<file path="src/rtl/r4mdc_pkg.sv">
// Shared types and constants for the 16-point radix-4 MDC twiddle sequencer.
// The build option R4MDC_SEQ_FRAME_CNT_EN is consumed by r4mdc_twiddle_sequencer.
package r4mdc_pkg;

  localparam int R4MDC_N        = 16;
  localparam int R4MDC_RADIX    = 4;
  localparam int R4MDC_TW_IDX_W = 2;
  localparam int R4MDC_CNT_W    = $clog2(R4MDC_N);

  typedef enum logic [1:0] {
    ST_IDLE  = 2'd0,
    ST_RUN   = 2'd1,
    ST_DRAIN = 2'd2
  } r4mdc_state_e;

  // One control beat travelling alongside the butterfly pipeline.
  typedef struct packed {
    logic                      valid;
    logic                      sop;
    logic                      eop;
    logic [R4MDC_TW_IDX_W-1:0] index;
  } r4mdc_ctrl_t;

  // Builds the control beat for an accepted sample at frame position cnt.
  // Only the last quarter of the frame feeds the butterfly; everything else
  // (and every non-accept cycle) is a bubble with all fields zero.
  function automatic r4mdc_ctrl_t r4mdc_make_ctrl(input logic                   accept,
                                                  input logic [R4MDC_CNT_W-1:0] cnt);
    r4mdc_ctrl_t c;
    c = '0;
    if (accept && (cnt[3:2] == 2'(R4MDC_RADIX - 1))) begin
      c.valid = 1'b1;
      c.index = cnt[1:0];
      c.sop   = (cnt[1:0] == 2'd0);
      c.eop   = (cnt[1:0] == 2'(R4MDC_RADIX - 1));
    end else begin
      c = '0;
    end
    return c;
  endfunction

endpackage

</file>
<file path="src/rtl/r4mdc_ctrl_delay.sv">
// Fixed-depth shift register carrying the butterfly control beat to the
// multiplier inputs. Depth 0 degenerates to a plain wire.
module r4mdc_ctrl_delay
  import r4mdc_pkg::*;
#(
  parameter int DEPTH = 2
) (
  input  logic        clk,
  input  logic        rst,
  input  r4mdc_ctrl_t d,
  output r4mdc_ctrl_t q
);

  generate
    if (DEPTH == 0) begin : g_wire
      logic unused_clk_rst_s;
      assign unused_clk_rst_s = &{1'b0, clk, rst};
      assign q = d;
    end else begin : g_pipe
      r4mdc_ctrl_t stage_r [DEPTH];

      // Shift every cycle; reset flushes every in-flight beat.
      always_ff @(posedge clk) begin
        if (rst) begin
          for (int i = 0; i < DEPTH; i++) begin
            stage_r[i] <= '0;
          end
        end else begin
          stage_r[0] <= d;
          for (int i = 1; i < DEPTH; i++) begin
            stage_r[i] <= stage_r[i-1];
          end
        end
      end

      assign q = stage_r[DEPTH-1];
    end
  endgenerate

endmodule

</file>
<file path="src/rtl/r4mdc_twiddle_sequencer.sv">
// Control sequencer for a 16-point radix-4 MDC FFT stage: frame position
// counter, IDLE/RUN/DRAIN FSM, commutator/butterfly strobes and the delayed
// twiddle index. Optional frame counter: define R4MDC_SEQ_FRAME_CNT_EN.
module r4mdc_twiddle_sequencer
  import r4mdc_pkg::*;
#(
  parameter int TW_LAT = 2
) (
  input  logic                      clk,
  input  logic                      rst,
  input  logic                      en,
  input  logic                      in_valid,
  output logic                      in_ready,
  output logic [1:0]                comm_sel,
  output logic                      comm_we,
  output logic                      bf_en,
  output logic [R4MDC_TW_IDX_W-1:0] tw_index,
  output logic                      tw_valid,
  output logic                      tw_sop,
  output logic                      tw_eop,
`ifdef R4MDC_SEQ_FRAME_CNT_EN
  output logic [15:0]               frame_cnt,
`endif
  output logic                      busy
);

  localparam logic [R4MDC_CNT_W-1:0] CNT_LAST   = R4MDC_CNT_W'(R4MDC_N - 1);
  localparam logic [3:0]             DRAIN_LAST = 4'(TW_LAT);

  r4mdc_state_e             state_r;
  r4mdc_state_e             state_nxt_s;
  logic [R4MDC_CNT_W-1:0]   cnt_r;
  logic [3:0]               drain_cnt_r;
  logic                     in_ready_s;
  logic                     busy_s;
  logic                     accept_s;
  logic [1:0]               comm_sel_r;
  logic                     comm_we_r;
  r4mdc_ctrl_t              ctrl_nxt_s;
  r4mdc_ctrl_t              ctrl_r;
  r4mdc_ctrl_t              tw_ctrl_s;

  // FSM state register.
  always_ff @(posedge clk) begin
    if (rst) begin
      state_r <= ST_IDLE;
    end else begin
      state_r <= state_nxt_s;
    end
  end

  // Next state: a started frame always completes; stop only at a frame boundary.
  always_comb begin
    state_nxt_s = state_r;
    case (state_r)
      ST_IDLE: begin
        if (en) state_nxt_s = ST_RUN;
        else    state_nxt_s = ST_IDLE;
      end
      ST_RUN: begin
        if (!en && accept_s && (cnt_r == CNT_LAST)) begin
          state_nxt_s = ST_DRAIN;
        end else if (!en && !accept_s && (cnt_r == '0)) begin
          state_nxt_s = ST_DRAIN;
        end else begin
          state_nxt_s = ST_RUN;
        end
      end
      ST_DRAIN: begin
        if (drain_cnt_r == DRAIN_LAST) state_nxt_s = ST_IDLE;
        else                           state_nxt_s = ST_DRAIN;
      end
      default: state_nxt_s = ST_IDLE;
    endcase
  end

  // State decode: handshake and activity flags.
  always_comb begin
    in_ready_s = 1'b0;
    busy_s     = 1'b0;
    case (state_r)
      ST_IDLE:  begin in_ready_s = 1'b0; busy_s = 1'b0; end
      ST_RUN:   begin in_ready_s = 1'b1; busy_s = 1'b1; end
      ST_DRAIN: begin in_ready_s = 1'b0; busy_s = 1'b1; end
      default:  begin in_ready_s = 1'b0; busy_s = 1'b0; end
    endcase
    accept_s = in_valid & in_ready_s;
  end

  // Frame position: advances only on accept, so stalls keep their place.
  always_ff @(posedge clk) begin
    if (rst) begin
      cnt_r <= '0;
    end else if (accept_s) begin
      cnt_r <= (cnt_r == CNT_LAST) ? '0 : cnt_r + R4MDC_CNT_W'(1);
    end else begin
      cnt_r <= cnt_r;
    end
  end

  // Drain timer: counts DRAIN cycles until the control pipeline is empty.
  always_ff @(posedge clk) begin
    if (rst) begin
      drain_cnt_r <= 4'd0;
    end else if (state_r == ST_DRAIN) begin
      drain_cnt_r <= drain_cnt_r + 4'd1;
    end else begin
      drain_cnt_r <= 4'd0;
    end
  end

  assign ctrl_nxt_s = r4mdc_make_ctrl(accept_s, cnt_r);

  // Commutator strobes and butterfly control, one cycle after accept.
  always_ff @(posedge clk) begin
    if (rst) begin
      comm_we_r  <= 1'b0;
      comm_sel_r <= 2'd0;
      ctrl_r     <= '0;
    end else begin
      comm_we_r  <= accept_s;
      comm_sel_r <= accept_s ? cnt_r[3:2] : 2'd0;
      ctrl_r     <= ctrl_nxt_s;
    end
  end

  r4mdc_ctrl_delay #(
    .DEPTH (TW_LAT)
  ) u_ctrl_delay (
    .clk (clk),
    .rst (rst),
    .d   (ctrl_r),
    .q   (tw_ctrl_s)
  );

`ifdef R4MDC_SEQ_FRAME_CNT_EN
  logic [15:0] frame_cnt_r;

  // Completed-frame count, stepped by each last butterfly output.
  always_ff @(posedge clk) begin
    if (rst) begin
      frame_cnt_r <= 16'd0;
    end else if (tw_ctrl_s.eop) begin
      frame_cnt_r <= frame_cnt_r + 16'd1;
    end else begin
      frame_cnt_r <= frame_cnt_r;
    end
  end

  assign frame_cnt = frame_cnt_r;
`endif

  assign in_ready = in_ready_s;
  assign busy     = busy_s;
  assign comm_we  = comm_we_r;
  assign comm_sel = comm_sel_r;
  assign bf_en    = ctrl_r.valid;
  assign tw_valid = tw_ctrl_s.valid;
  assign tw_index = tw_ctrl_s.index;
  assign tw_sop   = tw_ctrl_s.sop;
  assign tw_eop   = tw_ctrl_s.eop;

endmodule

</file>
<file path="config.mk">
export PLATFORM = sky130hd
export DESIGN_NAME = r4mdc_twiddle_sequencer
export DESIGN_NICKNAME = d
export VERILOG_FILES = /design/src/rtl/r4mdc_pkg.sv /design/src/rtl/r4mdc_ctrl_delay.sv /design/src/rtl/r4mdc_twiddle_sequencer.sv
export SDC_FILE = /design/constraint.sdc
export NUM_CORES = 1
export LEC_CHECK = 0
export CAP_MARGIN = 20
export CORE_AREA = 2 2 48 50
export CTS_BUF_LIST = sky130_fd_sc_hd__clkbuf_16
export DETAILED_ROUTE_END_ITERATION = 7
export DIE_AREA = 0 0 50 52
export PLACE_DENSITY = 0.73
export SETUP_SLACK_MARGIN = 0.5
export SLEW_MARGIN = 20
export SYNTH_ARGS = -nofsm -noshare
export SYNTH_HDL_FRONTEND = slang
export SYNTH_SLANG_ARGS = --single-unit
export TNS_END_PERCENT = 50
</file>
<file path="constraint.sdc">
create_clock -name clk -period 1.7 [get_ports clk]
set_input_delay 0.34 -clock clk [delete_from_list [all_inputs] [get_ports clk]]
set_output_delay 0.34 -clock clk [all_outputs]
set_load 0.05 [all_outputs]
</file>
Yosys cells after proc, flatten, opt, wreduce, memory -nomap -nowiden
Memories as Yosys holds them, arrays and structs flattened.
Index checks and enable logic that the tools add are counted.
- flip-flop bits (word level): 18
- RAM bits: 10
- logic and storage cells: 52
- memories kept: 1
- memories (name ; words ; bits a word ; rd ports ; clocked after memory_dff ; wr ports ; line ; text):
    u_ctrl_delay.g_pipe.stage_r ; 2 ; 5 ; 2 ; 0 ; 2 ; r4mdc_ctrl_delay.sv:20 ; r4mdc_ctrl_t stage_r [DEPTH];
- add/sub/neg operators: 2
- eq/ne operators: 6
- mux-type cells: 14
- bitwise logic cells: 6
- reduce and logical (&&, ||, !) cells: 14
- operators with widths (kind ; number):
    $mux W5 ; 3
    $add A4 B1 Y4 const B ; 2
    $reduce_or A2 Y1 ; 4
    $eq A2 B2 Y1 const B ; 3
    $mux W1 ; 6
    $mux W2 ; 3
    $pmux W2 S3 ; 1
    $logic_and A1 B1 Y1 ; 5
    $eq A4 B2 Y1 const B ; 1
    $eq A4 B4 Y1 const B ; 1
    $logic_not A2 Y1 ; 2
    $logic_not A4 Y1 ; 1
    $mux W4 ; 1
    $not A1 Y1 ; 3
    $eq A2 B1 Y1 const B ; 1
    $logic_not A1 Y1 ; 2
    $or A1 B1 Y1 ; 2
    $and A1 B1 Y1 ; 1

Logic depth before layout (Yosys ltp)
Gate-level depths: netlist (run 1).
- depth in word-level cells: 9
- mapped depth: 6

Hierarchy
From an unflattened synthesis (run 1), not the netlist that was laid out.
- cells, all modules: 99
- area, all modules: 1032.2 um^2
- by module, submodules not included (module ; instances ; cells an instance ; area an instance (um^2) ; seq. area each (um^2)):
    r4mdc_twiddle_sequencer ; 1 ; 74 ; 732.0 ; 360.3
    r4mdc_ctrl_delay ; 1 ; 25 ; 300.3 ; 200.2

Least setup slack after synthesis (run 1)
OpenSTA, ideal clock, no wires.
- path kind: register to register
- start: reg state_r[1]
- end: reg cnt_r[3]
- setup time: 71 ps
- arrival time: 1668 ps
- data required time: 1629 ps
- path slack: -39 ps
- cell stages (with the launch flop): 7
- buffers on the path: 1
- period minus slack after synthesis: 1739 ps
- cell sequence: dfxtp_1 > inv_1 > ha_1 > buf_4 > nand3_1 > or4_1 > a21oi_1
- word-level cells in the longest chain between the ends: 3
- ends and longest elaborated chain (what ; line ; text):
    start: declaration ; r4mdc_twiddle_sequencer.sv:30 ; r4mdc_state_e state_r;
    start signal: assignment ; r4mdc_twiddle_sequencer.sv:48 ; state_r <= state_nxt_s;
    $eq A2 B1 Y1 ; r4mdc_twiddle_sequencer.sv:81 ; case (state_r)
    $mux W1 ; r4mdc_twiddle_sequencer.sv:81 ;
    net in_ready ; r4mdc_twiddle_sequencer.sv:13 ; output logic in_ready,
    $and A1 B1 Y1 ; r4mdc_twiddle_sequencer.sv:87 ; accept_s = in_valid & in_ready_s;
    end signal: assignment ; r4mdc_twiddle_sequencer.sv:95 ; cnt_r <= (cnt_r == CNT_LAST) ? '0 : cnt_r + R4MDC_CNT_W'(1);
    end signal: assignment ; r4mdc_twiddle_sequencer.sv:97 ; cnt_r <= cnt_r;
    end: declaration ; r4mdc_twiddle_sequencer.sv:32 ; logic [R4MDC_CNT_W-1:0] cnt_r;
The timed path passes the listed nets, and every way through them passes these cells.
A chain may end at the register's enable or synchronous reset.

Worst setup path in the final report (run 1)
- start: reg state_r[1]
- end: out busy
- word-level cells in the longest chain between the ends: 3
- elaborated cells on any way between the ends: 4
- those cells by class: eq/ne: 2; mux: 1; reduce/logical: 1
- ends and longest elaborated chain (what ; line ; text):
    $eq A2 B2 Y1 / $eq A2 B1 Y1 (equally long branches) ; r4mdc_twiddle_sequencer.sv:81 ;
    $reduce_or A2 Y1 (no source line) (*) ; - ;
    $mux W1 (*) ; r4mdc_twiddle_sequencer.sv:81 ;
    end: declaration ; r4mdc_twiddle_sequencer.sv:24 ; output logic busy
Mark *: on every way between the ends. The rest lies on a longest branch, timed or not.

==> out/metrics.csv, run 1 <==
metric,value,unit
# diodes,0,
Layout fillers,158,
final setup vio count,0,
Hold Path Class,flip-flop to flip-flop,
fmax,718,MHz
register area,568,um2
CTS buffer count,3,
initial antenna violation count,0,
family with the most delay on the worst path,flip-flops,
Post-DP Area,1190,um2
RSZ-0062 raised after global routing,yes,
Die Ht,52,um
FF-to-FF setup slack,350,ps
Buffers on Ports,14,
DP HPWL,1020,um
max-slew violation count,0,
Syn Std Cell Area,1010,um2
Cells after Synth,97,
Finished Cell Area,1400,um2
largest cells by area after synthesis,"dfxtp_1 55%, ha_1 9.9%, nor2b_1 6.2%",
Slew HR,81.2,%
Worst EP arrival,1050,ps
Worst-path clk slew,60,ps
GRT Total Usage,13.4,%
hold_buf cts,0,
CTS Sinks,28,
Root Driver,clkbuf_16,
CP cell instances,inv_2 -> ha_4 -> buf_12,
Cell variety after synth,26,
initial detailed-routing violation count,11,
grt total ovfl,0,
Pwr Density,1110,nW/um2
Hold Crit Endpoint,u_ctrl_delay.g_pipe.stage_r[0][6],
peak supply drop,1.02,mV
#FFs+latches synth,28,
CP max stage cell,dfxtp_2,
layout cell share with drive strength beyond 1,33.1,%
Critical Path Sink Type,primary output,
Clock Tree Buf Depth,2,
total number of vias,700,
Hold Path Cell Cnt,1,
leak pwr,0.592,nW
die area,2600,um2
post-route DRC violation count,0,
critical path data required time,1360,ps
largest net degree at the start of global routing,17,
most area-hungry cell type in the Yosys netlist,dfxtp_1,
DRT Wirelength,1550,um
core area,2110,um2
Total Neg Setup Slack,0,ps
R2R cell count,5,
Layout area overhead,38.1,%
GPL Wtd Cong,0.786,
period utilization,81.9,%
starting density of the core,48.2,%
Tmin final,1390,ps
Worst Hold Launch,u_ctrl_delay.g_pipe.stage_r[0][1],
Pre-antenna DRT Iters,4,
first-pass GRT wire length,2560,um
Final Hold Viols,0,
Syn Nets,109,
status,finished clean,
Worst R2R End,cnt_r[3],
Die X,50,um
Final Power,1.55,mW
Yosys top cell area share,55.2,%
CP startpoint kind,flip-flop,
Ports,15,
post-route ant nets,0,
CP bufs+invs,2,
Crit Path Max Fanout,2,
Mean Syn Cell Area,10.5,um2
"Seq/Total Area, Yosys",55.2,%
Vias/cell,4.79,
vias in the first global route,653,
H-tree Lvls,1,
clk_lat worst skew,260,ps
row count,17,
slew at the pin closest to its max-slew limit,282,ps
Critical R2R Launch,state_r[0],
crit-path max cell delay,340,ps
clock skew,1.51,ps
Crit Path Class,flip-flop to primary output,
maxcap violations,0,
wire per inst,10.6,um
Yosys warnings,0,
TritonCTS clock tree,built,
nets@finish,131,
multi-input logic area,475,um2
-- cell usage after synthesis --
| master | instances |
|---|---|
| dfxtp_1 | 28 |
| nor2b_1 | 10 |
| ha_1 | 8 |
| nor2_1 | 7 |
| and2_1 | 6 |
| nand3_1 | 5 |
| a21oi_1 | 4 |
| inv_1 | 4 |
| nand2_1 | 4 |
| buf_4 | 3 |
| o21ai_0 | 2 |
| xor2_1 | 2 |
| a211o_1 | 1 |
| a2bb2oi_1 | 1 |
| a32o_1 | 1 |
| and2_2 | 1 |
| and3_1 | 1 |
| and3b_1 | 1 |
| clkbuf_1 | 1 |
| inv_2 | 1 |
| nand2b_1 | 1 |
| nand3b_1 | 1 |
| nand4_1 | 1 |
| nor4b_1 | 1 |
| or4_1 | 1 |
| xnor2_1 | 1 |
-- repair_timing --
item / CTS / global route
buffers inserted: 3 / 3
gates resized for setup: 14 / 3
pin swaps: 1 / 1
setup endpoints to repair: 9 / 10
hold endpoints to repair: 0 / 0
-- state kept, by name, summed over array words and instances, names as in the netlist --
signal / count
drain_cnt_r: 4
cnt_r: 4
comm_we: 1
u_ctrl_delay.g_pipe.stage_r: 10
comm_sel: 2
ctrl_r: 4
bf_en: 1
state_r: 2
-- layer usage --
| metal | wire length (um) | vias to the layer above | GRT usage [%] |
|---|---|---|---|
| met5 | 0 | - | 0 |
| met3 | 51 | 2 | 2.87 |
| met1 | 668 | 326 | 12.8 |
| met4 | 26 | 0 | 11.6 |
| met2 | 799 | 12 | 24.1 |
| li1 | - | 360 | - |
-- metrics by stage --
stage / cells / worst slack, ps / util [%] / hold slack (ps)
2_1_floorplan: 97 / 300 / - / 412
3_3_place_gp: 136 / 107 / 56.7 / 417
3_5_place_dp: 136 / 43.6 / 56.7 / 428
4_1_cts: 143 / 300 / 65.2 / 444
5_1_grt: 146 / 282 / 66.5 / 455
6_report: 146 / 308 / 66.5 / 437
-- kinds of logic after synthesis --
kind of cell               count (synthesis)  share of synthesized area, %
xor gates and xnor gates                   3                          2.59
and+or+nand+nor                           40                          22.2
AOI/OAI and AO/OA                          9                          5.67
adders and majority gates                  8                          9.86
buffers and inverters                      9                          4.44
DFF                                       28                          55.2
-- where the power goes --
group	switching (mW)	internal, mW	leakage (nW)
Clock	0.210	0.468	0.0511
Sequential	0.00967	0.667	0.228
Combinational	0.0978	0.100	0.313
-- worst max-delay path by stage --
| stage | startpoint | to | slack (ps) | cells after the start |
|---|---|---|---|---|
| 2_1_floorplan | state_r[1] | cnt_r[3] | 300 | 6 |
| 3_3_place_gp | in_valid | cnt_r[3] | 110 | 4 |
| 3_5_place_dp | in_valid | cnt_r[3] | 40 | 4 |
| 4_1_cts | state_r[1] | busy | 300 | 3 |
| 5_1_grt | state_r[1] | busy | 280 | 3 |
| 6_report | state_r[1] | busy | 310 | 3 |
-- area by class of cell --
class	count	share of cell area [%]
Clock buffer	3	5.36
Clock inverter	1	2.14
Inverter	5	1.34
Multi-Input combinational cell	60	33.9
Sequential cell	28	40.5
Tap cell	28	2.50
Timing Repair Buffer	21	14.2
-- cell usage in the layout (no fill, tap or decap) --
cell type        count
dfxtp_1             24
buf_4               14
nor2b_1             10
nor2_1               7
and2_1               5
nand3_1              5
ha_1                 5
a21oi_1              4
inv_2                3
nand2_1              3
clkbuf_16            3
dfxtp_2              3
inv_1                2
and2_4               2
xor2_1               2
o21ai_0              2
ha_4                 2
buf_12               2
buf_6                2
and3b_2              1
and3_4               1
nand2_4              1
nand4_1              1
nand2b_1             1
xnor2_1              1
nand3b_1             1
nor4b_4              1
a2bb2oi_2            1
a32o_1               1
a211o_1              1
or4_1                1
ha_2                 1
bufinv_16            1
dfxtp_4              1
clkdlybuf4s50_1      1
dlygate4sd2_1        1
dlymetal6s2s_1       1
Power figures use the tool's default switching activity.
==> run 2: changes to the inputs <==
--- a/config.mk
+++ b/config.mk
@@ -6,11 +6,11 @@
 export NUM_CORES = 1
 export LEC_CHECK = 0
 export CAP_MARGIN = 20
-export CORE_AREA = 2 2 48 50
+export CORE_AREA = 2 2 50 52
 export CTS_BUF_LIST = sky130_fd_sc_hd__clkbuf_16
 export DETAILED_ROUTE_END_ITERATION = 7
-export DIE_AREA = 0 0 50 52
-export PLACE_DENSITY = 0.73
+export DIE_AREA = 0 0 52 54
+export PLACE_DENSITY = 0.71
 export SETUP_SLACK_MARGIN = 0.5
 export SLEW_MARGIN = 20
 export SYNTH_ARGS = -nofsm -noshare
==> constraint.sdc (replaced) <==
create_clock -name clk -period 1.1 [get_ports clk]
set_input_delay 0.22 -clock clk [delete_from_list [all_inputs] [get_ports clk]]
set_output_delay 0.22 -clock clk [all_outputs]
set_load 0.05 [all_outputs]
==> out/metrics.csv, run 2 (synthesized netlist as in run 1, its figures left out) <==
metric,value,unit,change
post-route DRC violation count,0,,unchanged
clk_lat worst skew,260,ps,about the same
slew at the pin closest to its max-slew limit,310,ps,was 282 ps
Place WS,-471,ps,was 43.6 ps
Pre-antenna DRT Iters,4,,unchanged
layout cell share with drive strength beyond 1,59.1,%,was 33.1%
Root Driver,clkbuf_16,,unchanged
GRT Total Usage,16.0,%,was 13.4%
post-route ant nets,0,,unchanged
max FFs per register,10,,unchanged
Worst EP arrival,1150,ps,was 1050 ps
H-tree Lvls,1,,unchanged
Worst R2R End,cnt_r[3],,unchanged
Final Power,2.26,mW,was 1.55 mW
final setup vio count,12,,was 0
Die X,52,um,was 50 um
DRT Wirelength,2250,um,was 1550 um
fin worst setup slack,-270,ps,was 308 ps
R2R cell count,5,,unchanged
maxcap violations,0,,unchanged
RSZ-0062 raised after global routing,yes,,unchanged
Crit Path Max Fanout,2,,unchanged
Vias/cell,4.80,,was 4.79
period utilization,125,%,
CP startpoint kind,flip-flop,,unchanged
Slew HR,79.3,%,was 81.2%
failing checks,setup timing,,
status,"complete, but fails checks",,was finished clean
Critical Path Sink Type,primary output,,unchanged
Ports,15,,unchanged
leak pwr,0.710,nW,was 0.592 nW
Critical Path End,busy,,unchanged
Layout fillers,136,,was 158
"most common cell after layout, fill and taps aside",dfxtp_1,,unchanged
total number of vias,777,,was 700
Total Neg Setup Slack,-1440,ps,was 0 ps
most frequent cells in the layout,"16 x dfxtp_1, 13 x buf_4, 11 x buf_12",,"was 24 x dfxtp_1, 14 x buf_4, 10 x nor2b_1"
TritonCTS clock tree,built,,unchanged
max-slew violation count,0,,unchanged
Hold Path Cell Cnt,1,,unchanged
Pwr Density,1290,nW/um2,was 1110 nW/um2
# diodes,0,,unchanged
starting density of the core,43.7,%,was 48.2%
Clock Tree Buf Depth,2,,unchanged
clock skew,2.53,ps,was 1.51 ps
Finished Cell Area,1750,um2,was 1400 um2
Top reg by flops,u_ctrl_delay.g_pipe.stage_r,,unchanged
die area,2810,um2,was 2600 um2
DP HPWL,1260,um,was 1020 um
Worst-path clk slew,60,ps,about the same
CTS Sinks,28,,unchanged
Buffers on Ports,14,,unchanged
GPL Wtd Cong,0.842,,was 0.786
Post-DP Area,1410,um2,was 1190 um2
Die Ht,54,um,was 52 um
wire per inst,13.9,um,was 10.6 um
Critical R2R Launch,state_r[1],,was state_r[0]
row count,18,,was 17
critical path data required time,880,ps,was 1360 ps
vias in the first global route,725,,was 653
initial antenna violation count,0,,unchanged
grt total ovfl,0,,unchanged
Util after Layout,75.6,%,was 66.5%
Crit Path Class,flip-flop to primary output,,unchanged
core area,2320,um2,was 2110 um2
FF-to-FF setup slack,-220,ps,was 350 ps
Final Hold Viols,0,,unchanged
Layout area overhead,72.7,%,was 38.1%
first-pass GRT wire length,3170,um,was 2560 um
Hold Path Class,flip-flop to flip-flop,,unchanged
Tmin final,1370,ps,
nets@finish,146,,was 131
peak supply drop,1.12,mV,was 1.02 mV
fmax,730,MHz,
CTS buffer count,3,,unchanged
initial detailed-routing violation count,12,,was 11
origin of the worst setup path,state_r[1],,unchanged
largest net degree at the start of global routing,15,,was 17
run 2: report_power, final:
group / internal, mW / leakage, nW / switching [mW]
Clock: 0.481 / 0.0370 / 0.309
Sequential: 1.03 / 0.233 / 0.0218
Combinational: 0.226 / 0.441 / 0.197
run 2: per-stage QoR:
step / hold slack (ps) / instances
floorplan: 292 / 97
global placement: 415 / 151
detailed placement: 422 / 151
CTS: 437 / 158
global route: 443 / 162
finish: 435 / 162
run 2: what timing repair did:
item / in CTS / in global routing
setup buffers: 4 / 4
hold buffers: 0 / 0
endpoints found under the setup margin: 39 / 39
gates resized for setup: 38 / 21
pin swaps: 14 / 12
run 2: worst min path at each step:
stage                                           start                                end
floorplan                                         rst  u_ctrl_delay.g_pipe.stage_r[0][0]
global placement                            ctrl_r[1]  u_ctrl_delay.g_pipe.stage_r[0][1]
detailed placement                          ctrl_r[0]  u_ctrl_delay.g_pipe.stage_r[0][0]
CTS                                         ctrl_r[0]  u_ctrl_delay.g_pipe.stage_r[0][0]
global route        u_ctrl_delay.g_pipe.stage_r[0][2]  u_ctrl_delay.g_pipe.stage_r[0][7]
finish                                      ctrl_r[0]  u_ctrl_delay.g_pipe.stage_r[0][0]
run 2: layout make-up:
type / count / area, um2 / share of cell area (%)
sequential: 28 / 583 / 33.3
multi-input combinational: 60 / 581 / 33.1
timing repair buffer: 36 / 450 / 25.7
clock buffer: 3 / 75.1 / 4.28
tap: 30 / 37.5 / 2.14
inverter: 5 / 26.3 / 1.50
run 2: critical path, cell delays in order (launching register included):
cell     delay, ps
dfxtp_2        340
inv_2           50
buf_6          110
ha_4           260
buf_12         120
run 2: per-layer routing:
layer	track usage (%)	up-vias	part of all wire, %
li1	-	384	-
met4	13.6	0	3.6
met2	27.0	21	50
met5	0	-	0
met1	17.1	365	43
met3	3.33	7	3.7
